$ cat config.mk
export PLATFORM = sky130hd
export DESIGN_NAME = fp_accumulator
export DESIGN_NICKNAME = d
export VERILOG_FILES = /design/src/rtl/fp_accumulator.sv
export SDC_FILE = /design/constraint.sdc
export NUM_CORES = 1
export LEC_CHECK = 0
export ABC_AREA = 1
export BUFFER_PORTS_ARGS = -buffer_cell sky130_fd_sc_hd__buf_2
export CAP_MARGIN = 20
export CORE_ASPECT_RATIO = 0.6
export CORE_MARGIN = 10
export CORE_UTILIZATION = 45
export CTS_CLUSTER_DIAMETER = 200
export DETAILED_ROUTE_END_ITERATION = 8
export HOLD_SLACK_MARGIN = 0.1
export PLACE_DENSITY = 0.64
export SLEW_MARGIN = 25
export SYNTH_ARGS = -nofsm -noshare
export SYNTH_HDL_FRONTEND = slang
export SYNTH_SLANG_ARGS = --single-unit
export TNS_END_PERCENT = 30
$ cat constraint.sdc
create_clock -name clk -period 22.9 [get_ports clk]
set_clock_uncertainty 0.2 [all_clocks]
set_input_delay 6.87 -clock clk [delete_from_list [all_inputs] [get_ports clk]]
set_output_delay 6.87 -clock clk [all_outputs]
set_load 0.01 [all_outputs]
$ cat src/rtl/fp_accumulator.sv
// fp_accumulator: sequential IEEE-754 single-precision accumulator.
// Each accepted term takes four cycles (IDLE, ALIGN, ADD, NORM). The sum is
// presented in OUT when the term flagged last has been added.
module fp_accumulator #(
  parameter int CNT_W = 16
) (
  input  logic             clk,
  input  logic             rst,
  input  logic             in_valid,
  output logic             in_ready,
  input  logic [31:0]      in_data,
  input  logic             in_last,
  output logic             out_valid,
  input  logic             out_ready,
  output logic [31:0]      out_data,
  output logic [CNT_W-1:0] out_count
);

  localparam logic [31:0] QNAN = 32'h7FC00000;

  typedef enum logic [2:0] {IDLE, ALIGN, ADD, NORM, OUT} state_t;

  state_t           r_state;
  logic             r_inReady;
  logic             r_outValid;
  logic             r_last;
  logic             r_special;
  logic             r_signA;
  logic             r_signB;
  logic             r_sumSign;
  logic [31:0]      r_acc;
  logic [31:0]      r_term;
  logic [31:0]      r_specialVal;
  logic [CNT_W-1:0] r_count;
  logic [23:0]      r_mantA;
  logic [23:0]      r_mantB;
  logic [7:0]       r_exp;
  logic [24:0]      r_sum;

  logic [7:0]  w_expA;
  logic [7:0]  w_expB;
  logic [7:0]  w_diff;
  logic [7:0]  w_maxExp;
  logic [23:0] w_mantA;
  logic [23:0] w_mantB;
  logic [23:0] w_alignA;
  logic [23:0] w_alignB;
  logic        w_nanA;
  logic        w_nanB;
  logic        w_infA;
  logic        w_infB;
  logic        w_special;
  logic [31:0] w_specialVal;
  logic [24:0] w_sum;
  logic        w_sumSign;
  logic [4:0]  w_lzc;
  logic [22:0] w_normMant;
  logic [8:0]  w_expInc;
  logic [7:0]  w_expDec;
  logic [31:0] w_result;

  // Unpack accumulator and term, detect inf/NaN, and align the smaller-exponent mantissa.
  always_comb begin
    w_expA  = r_acc[30:23];
    w_expB  = r_term[30:23];
    w_mantA = (w_expA == 8'd0) ? 24'd0 : {1'b1, r_acc[22:0]};
    w_mantB = (w_expB == 8'd0) ? 24'd0 : {1'b1, r_term[22:0]};
    w_nanA  = (w_expA == 8'hFF) && (r_acc[22:0] != 23'd0);
    w_nanB  = (w_expB == 8'hFF) && (r_term[22:0] != 23'd0);
    w_infA  = (w_expA == 8'hFF) && (r_acc[22:0] == 23'd0);
    w_infB  = (w_expB == 8'hFF) && (r_term[22:0] == 23'd0);
    w_special = w_nanA | w_nanB | w_infA | w_infB;
    if (w_nanA || w_nanB || (w_infA && w_infB && (r_acc[31] != r_term[31])))
      w_specialVal = QNAN;
    else if (w_infA)
      w_specialVal = r_acc;
    else
      w_specialVal = r_term;
    w_alignA = w_mantA;
    w_alignB = w_mantB;
    if (w_expA >= w_expB) begin
      w_maxExp = w_expA;
      w_diff   = w_expA - w_expB;
      w_alignB = (w_diff >= 8'd25) ? 24'd0 : (w_mantB >> w_diff);
    end else begin
      w_maxExp = w_expB;
      w_diff   = w_expB - w_expA;
      w_alignA = (w_diff >= 8'd25) ? 24'd0 : (w_mantA >> w_diff);
    end
  end

  // Signed-magnitude add: larger magnitude minus smaller when the signs differ.
  always_comb begin
    w_sum     = 25'd0;
    w_sumSign = r_signA;
    if (r_signA == r_signB) begin
      w_sum = {1'b0, r_mantA} + {1'b0, r_mantB};
    end else if (r_mantA >= r_mantB) begin
      w_sum     = {1'b0, r_mantA - r_mantB};
      w_sumSign = r_signA;
    end else begin
      w_sum     = {1'b0, r_mantB - r_mantA};
      w_sumSign = r_signB;
    end
  end

  // Normalise the raw sum, then resolve zero, overflow, underflow and inf/NaN results.
  always_comb begin
    w_lzc = 5'd0;
    for (int i = 0; i < 24; i++) begin
      if (r_sum[i]) w_lzc = 5'(23 - i);
    end
    w_expInc   = {1'b0, r_exp} + 9'd1;
    w_expDec   = r_exp - {3'b000, w_lzc};
    w_normMant = r_sum[24] ? r_sum[23:1] : (r_sum[22:0] << w_lzc);
    if (r_special)
      w_result = r_specialVal;
    else if (r_sum == 25'd0)
      w_result = 32'd0;
    else if (r_sum[24])
      w_result = (w_expInc >= 9'd255) ? {r_sumSign, 8'hFF, 23'd0}
                                      : {r_sumSign, w_expInc[7:0], w_normMant};
    else if ({3'b000, w_lzc} >= r_exp)
      w_result = {r_sumSign, 31'd0};
    else
      w_result = {r_sumSign, w_expDec, w_normMant};
  end

  // Control FSM together with every datapath register it sequences.
  always_ff @(posedge clk or posedge rst) begin
    if (rst) begin
      r_state      <= IDLE;
      r_inReady    <= 1'b0;
      r_outValid   <= 1'b0;
      r_last       <= 1'b0;
      r_special    <= 1'b0;
      r_signA      <= 1'b0;
      r_signB      <= 1'b0;
      r_sumSign    <= 1'b0;
      r_acc        <= 32'd0;
      r_term       <= 32'd0;
      r_specialVal <= 32'd0;
      r_count      <= '0;
      r_mantA      <= 24'd0;
      r_mantB      <= 24'd0;
      r_exp        <= 8'd0;
      r_sum        <= 25'd0;
    end else begin
      case (r_state)
        IDLE: begin
          r_inReady <= 1'b1;
          if (in_valid && r_inReady) begin
            r_term    <= in_data;
            r_last    <= in_last;
            r_inReady <= 1'b0;
            r_state   <= ALIGN;
            if (r_count != {CNT_W{1'b1}}) r_count <= r_count + CNT_W'(1);
          end
        end
        ALIGN: begin
          r_signA      <= r_acc[31];
          r_signB      <= r_term[31];
          r_mantA      <= w_alignA;
          r_mantB      <= w_alignB;
          r_exp        <= w_maxExp;
          r_special    <= w_special;
          r_specialVal <= w_specialVal;
          r_state      <= ADD;
        end
        ADD: begin
          r_sum     <= w_sum;
          r_sumSign <= w_sumSign;
          r_state   <= NORM;
        end
        NORM: begin
          r_acc <= w_result;
          if (r_last) begin
            r_outValid <= 1'b1;
            r_state    <= OUT;
          end else begin
            r_inReady <= 1'b1;
            r_state   <= IDLE;
          end
        end
        OUT: begin
          if (out_ready) begin
            r_outValid <= 1'b0;
            r_acc      <= 32'd0;
            r_count    <= '0;
            r_inReady  <= 1'b1;
            r_state    <= IDLE;
          end
        end
        default: r_state <= IDLE;
      endcase
    end
  end

  assign in_ready  = r_inReady;
  assign out_valid = r_outValid;
  assign out_data  = r_acc;
  assign out_count = r_count;

endmodule
### Word level (Yosys, flattened, before mapping)

Index checks and enable logic that the tools add are counted.

| cells by class | value |
|---|---|
| reductions and logical operators | 26 |
| magnitude comparators | 6 |
| shift-type cells | 3 |
| muxes and demuxes | 60 |
| equal/unequal tests | 14 |
| divide/modulo/power cells | 0 |
| $add $sub $neg | 8 |
| bitwise gates (word level) | 3 |
| multiply operators | 0 |

Operators with widths:

| operator | count |
|---|---|
| two-way mux 24 bit | 7 |
| two-way mux 32 bit | 5 |
| two-way mux 5 bit | 24 |
| two-way mux 31 bit | 3 |
| case mux 32 bit (2 select lines) | 1 |
| two-way mux 16 bit | 3 |
| right shift 24 x 8 -> 24 bit | 2 |
| subtractor 24 bit | 2 |
| zero test 23 bit | 2 |
| nonzero test 23 bit | 2 |
| case mux 16 bit (2 select lines) | 1 |
| adder 24 x 24 -> 25 bit | 1 |
| zero test 25 bit | 1 |
| two-way mux 25 bit | 1 |
| >= comparator 24 bit | 1 |
| two-way mux 23 bit | 1 |
| << shifter 23 x 5 -> 23 bit | 1 |
| adder 16 x 1 -> 16 bit (second input constant) | 1 |
| == test 8 bit (second input constant) | 2 |
| >= comparator 8 x 5 -> 1 bit (second input constant) | 2 |
| zero test 8 bit | 2 |
| inequality test 16 bit (second input constant) | 1 |
| subtractor 8 bit | 2 |
| case mux 3 bit (5 select lines) | 1 |
| other kinds (25) | 51 |

| storage, ports and cells | value |
|---|---|
| bits in writable memories | 0 |
| bits in read-only memories | 0 |
| bits in latches | 0 |
| logic and storage cells | 136 |
| memories | 0 |
| register bits | 203 |

### Logic depth before layout (Yosys ltp)

| logic depth | value |
|---|---|
| depth after elaboration | 31 |
| depth in mapped cells | 42 |
| gate-level depth less buffers | 40 |

### Least setup slack after synthesis

No wires, ideal clock.

| timing path | value |
|---|---|
| path type | input port to flip-flop |
| start point | input port out_ready |
| end point | register r_count[15], in the netlist out_count[15] |
| stages | 10 |
| slack | 14331 ps |
| setup time | 99 ps |
| arrival time | 8269 ps |
| path buffers | 0 |
| data required time | 22601 ps |
| cell sequence | inv_1 > nor2_2 > o21ai_0 > inv_1 > nand4_1 > nor2_1 > nand2_1 > nor2_1 > a21oi_1 > a311oi_1 |

| between the ends | value |
|---|---|
| longest elaborated chain between the ends | 2 |

RTL lines:

| element | line | text |
|---|---|---|
| start: declaration | 14 | `input logic out_ready,` |
| inequality test 2 bit (no source line) | -- |  |
| AND reduction 4 bit (no source line) | -- |  |
| end signal: assignment | 157 | `if (r_count != {CNT_W{1'b1}}) r_count <= r_count + CNT_W'(1);` |
| end: declaration | 34 | `logic [CNT_W-1:0] r_count;` |

No other way between the ends.
A chain may end at the register's enable or synchronous reset.

### Final worst setup path

| timing path | value |
|---|---|
| start point | input port out_ready |
| end point | register r_acc[1], in the netlist out_data[1] |

| between the ends | value |
|---|---|
| longest elaborated chain between the ends | 2 |

RTL lines:

| element | line | text |
|---|---|---|
| inequality test 2 bit (no source line) | -- |  |
| AND reduction 2 bit (no source line) | -- |  |
| end signal: assignment | 176 | `r_acc <= w_result;` |
| end: declaration | 31 | `logic [31:0] r_acc;` |

No other way between the ends.

==> summary.md <==
| Metric | Value |
|---|---|
| Status | `finished clean` |
| Gr ovfl total | `0` |
| I/O pin cnt | `87` |
| RSZ-0062 raised after global routing | `no` |
| Setup violation total in the final timing report | `0` |
| CP Cell Sequence | `buf_2 > inv_1 > nor2_2 > inv_1 > nand2_1 > clkinv_1 > nand2_1 > o21ai_0` |
| Buf/Inv on CP | `4` |
| Post-DP HPWL | `54.5 mm` |
| Fin nets | `2624` |
| First-pass GRT wire length | `105 mm` |
| Post-synth ARST share | `1.00` |
| Max-slew violation count | `0` |
| Number of global-route vias before repair | `16.5k` |
| Minimum clock period | `9.12 ns` |
| Yosys cell types | `71` |
| Leading cell type in the layout, fill and taps excluded | `nand2_1` |
| Die Span X | `271 um` |
| Cts repair resizes | `0` |
| Mux share of post-synthesis cell area | `0.00118` |
| Pin count of the biggest net entering global routing | `134` |
| WP depth | `8` |
| DRT Pass-1 Iters | `6` |
| # DRC | `0` |
| CTS tree | `done` |
| Later-pin clock latency in the skew report | `0.55 ns` |
| YS warnings | `0` |
| H-tree Lvls | `1` |
| Hold_buf cts | `0` |
| WS Path Type | `input port to flip-flop` |
| F_max | `0.110 GHz` |
| Commonest non-fill, non-tap cells in the layout | `612 x nand2_1, 267 x inv_1, 210 x a21oi_1` |
| Drt first-iter violations | `2313` |
| Reg2reg path depth | `17` |
| Synth top area cells | `dfrtp_1 30%, nand2_1 14%, ha_1 6.9%` |
| Vias per cell | `6.10` |
| Post-route ant nets | `0` |
| Cell area after synthesis | `17000 um^2` |
| Critical path required time | `23.11 ns` |
| Mapped Nets | `2621` |
| Initial antenna violation count | `3` |
| GRT Util Overall | `0.293` |
| Largest family of logic cells by synthesized area | `simple AND/OR/NAND/NOR gates` |
| Post-synth EDFFs | `0` |
| Yosys top cell area share | `0.299` |
| Final Hold Viols | `0` |
| R2r setup slk | `16.83 ns` |
| Port bufs | `86` |
| Final worst-path cycle share | `0.398` |
| Initial Util | `0.462` |
| Critical path's slowest cell | `clkinv_1` |
| Area grow syn2layout | `8.51%` |
| Synth Flop Type | `dfrtp_1` |
| Crit-path max cell delay | `0.69 ns` |
| Root buffer cell | `clkbuf_16` |
| Max_cap viols | `0` |
| Share of cells above drive strength 1 | `0.0856` |
| Gate Count Post-Synth | `2484` |
| Clock Sinks | `203` |
| Slew margin rel. | `0.305` |
| Synth Register Bits | `203` |
| Synth area leader | `dfrtp_1` |
| DIE HEIGHT | `170 um` |
| Post-Synth Simple-Gate Area | `0.253` |
| Via count | `18.3k` |
| Worst-path clk slew | `0.07 ns` |
| Sequential fraction of the synthesis area | `0.299` |
| Synth Area in Compound Gates | `0.247` |
| Post-synthesis adder-cell area fraction | `0.0764` |
| Slew @ Worst Pin | `1.04 ns` |
| Gpl congestion | `1.03` |
| Hold path cells | `2` |
| WL final | `69.8 mm` |
| Die area | `46100 um^2` |
| Critical path's top delay family | `simple AND/OR/NAND/NOR gates` |
| Post-synthesis xor/xnor area fraction | `0.0241` |
| Core area | `36800 um^2` |
| Setup TNS | `0 ns` |
| WL per Instance | `23.2 um` |
| Syn avg cell area | `6.83 um^2` |
| Crit end category | `flip-flop` |
| Post-CTS Setup Inserts | `0` |
| Floorplan row count | `54` |
| Arrival @ worst endpoint | `9.33 ns` |
| CTS Buf Count | `21` |
| CP Max Fanout | `18` |
| Hold crit path type | `flip-flop to flip-flop` |
| Clock buffer depth | `3` |
| Setup crit start kind | `input port` |
-- state kept, by name (all words and copies together), names as in the netlist --
register,count
out_data,32
r_sum,25
r_state,3
r_mantB,24
r_special,1
r_last,1
r_mantA,24
r_signA,1
r_specialVal,32
r_term,32
in_ready,1
r_sumSign,1
r_exp,8
out_valid,1
out_count,16
r_signB,1
-- cells by family (layout without fill, tap and decap cells) --
logic type	after synthesis	count (layout)
flops	203	203
compound gates	700	700
other cells	0	1
xor+xnor	45	45
buf+inv	415	431
simple gates	1019	1019
fa+ha+maj	100	100
mux	2	2
-- final cells by class --
type,instances,area [um^2]
fill,3764,18300
timing repair buffer,112,666
clock inverter,10,116
sequential,203,5080
clock buffer,26,584
tap,504,631
antenna,1,2.50
inverter,283,1080
multi-input combinational,1866,10300
-- path summary, 6_finish.rpt --
kind,from,end
worst max-delay path,out_ready,out_data[1]
worst max register to register,r_mantB[17],r_sum[23]
min in group asynchronous,rst,r_exp[4]
worst min register to register,out_valid,out_valid
max in group asynchronous,rst,r_specialVal[10]
worst min-delay path,out_valid,out_valid
-- synth_stat cells, types with 17 or more instances --
cell type	instances
nand3_1	189
a22oi_1	44
nand2_1	612
xor2_1	36
o21ai_0	206
ha_1	94
nor3_1	25
dfrtp_1	203
a32o_1	21
clkbuf_1	82
buf_2	33
o22ai_1	17
o21ai_1	57
nor2_1	137
inv_1	269
o211ai_1	39
a21oi_1	210
-- metal layers --
metal,wire length [um],GRT usage
met1,33400,0.460
met2,26200,0.386
met3,9030,0.0830
met4,1080,0.0438
met5,56,0.00945
-- metrics by stage --
| step | instances | hold slack [ns] | cell area [um^2] | setup WS [ns] | utilization |
|---|---|---|---|---|---|
| 2_1_floorplan | 2484 | 0.242 | 17000 | 10.29 | - |
| 3_3_place_gp | 2966 | 0.258 | 17600 | 13.08 | 0.480 |
| 3_5_place_dp | 2966 | 0.263 | 17600 | 12.94 | 0.480 |
| 4_1_cts | 3002 | 0.279 | 18300 | 13.47 | 0.499 |
| 5_1_grt | 3004 | 0.309 | 18400 | 13.48 | 0.501 |
| 6_report | 3005 | 0.287 | 18400 | 13.78 | 0.501 |
-- tightest hold or removal path, delay by kind of cell (launching register included) --
kind | cells | cell delay, ns
AND/OR/NAND/NOR | 2 | 0.11
flip-flops | 1 | 0.34
Power is not shown: default switching activity piles up to over one toggle a cycle in this logic, so the estimate is an artifact.
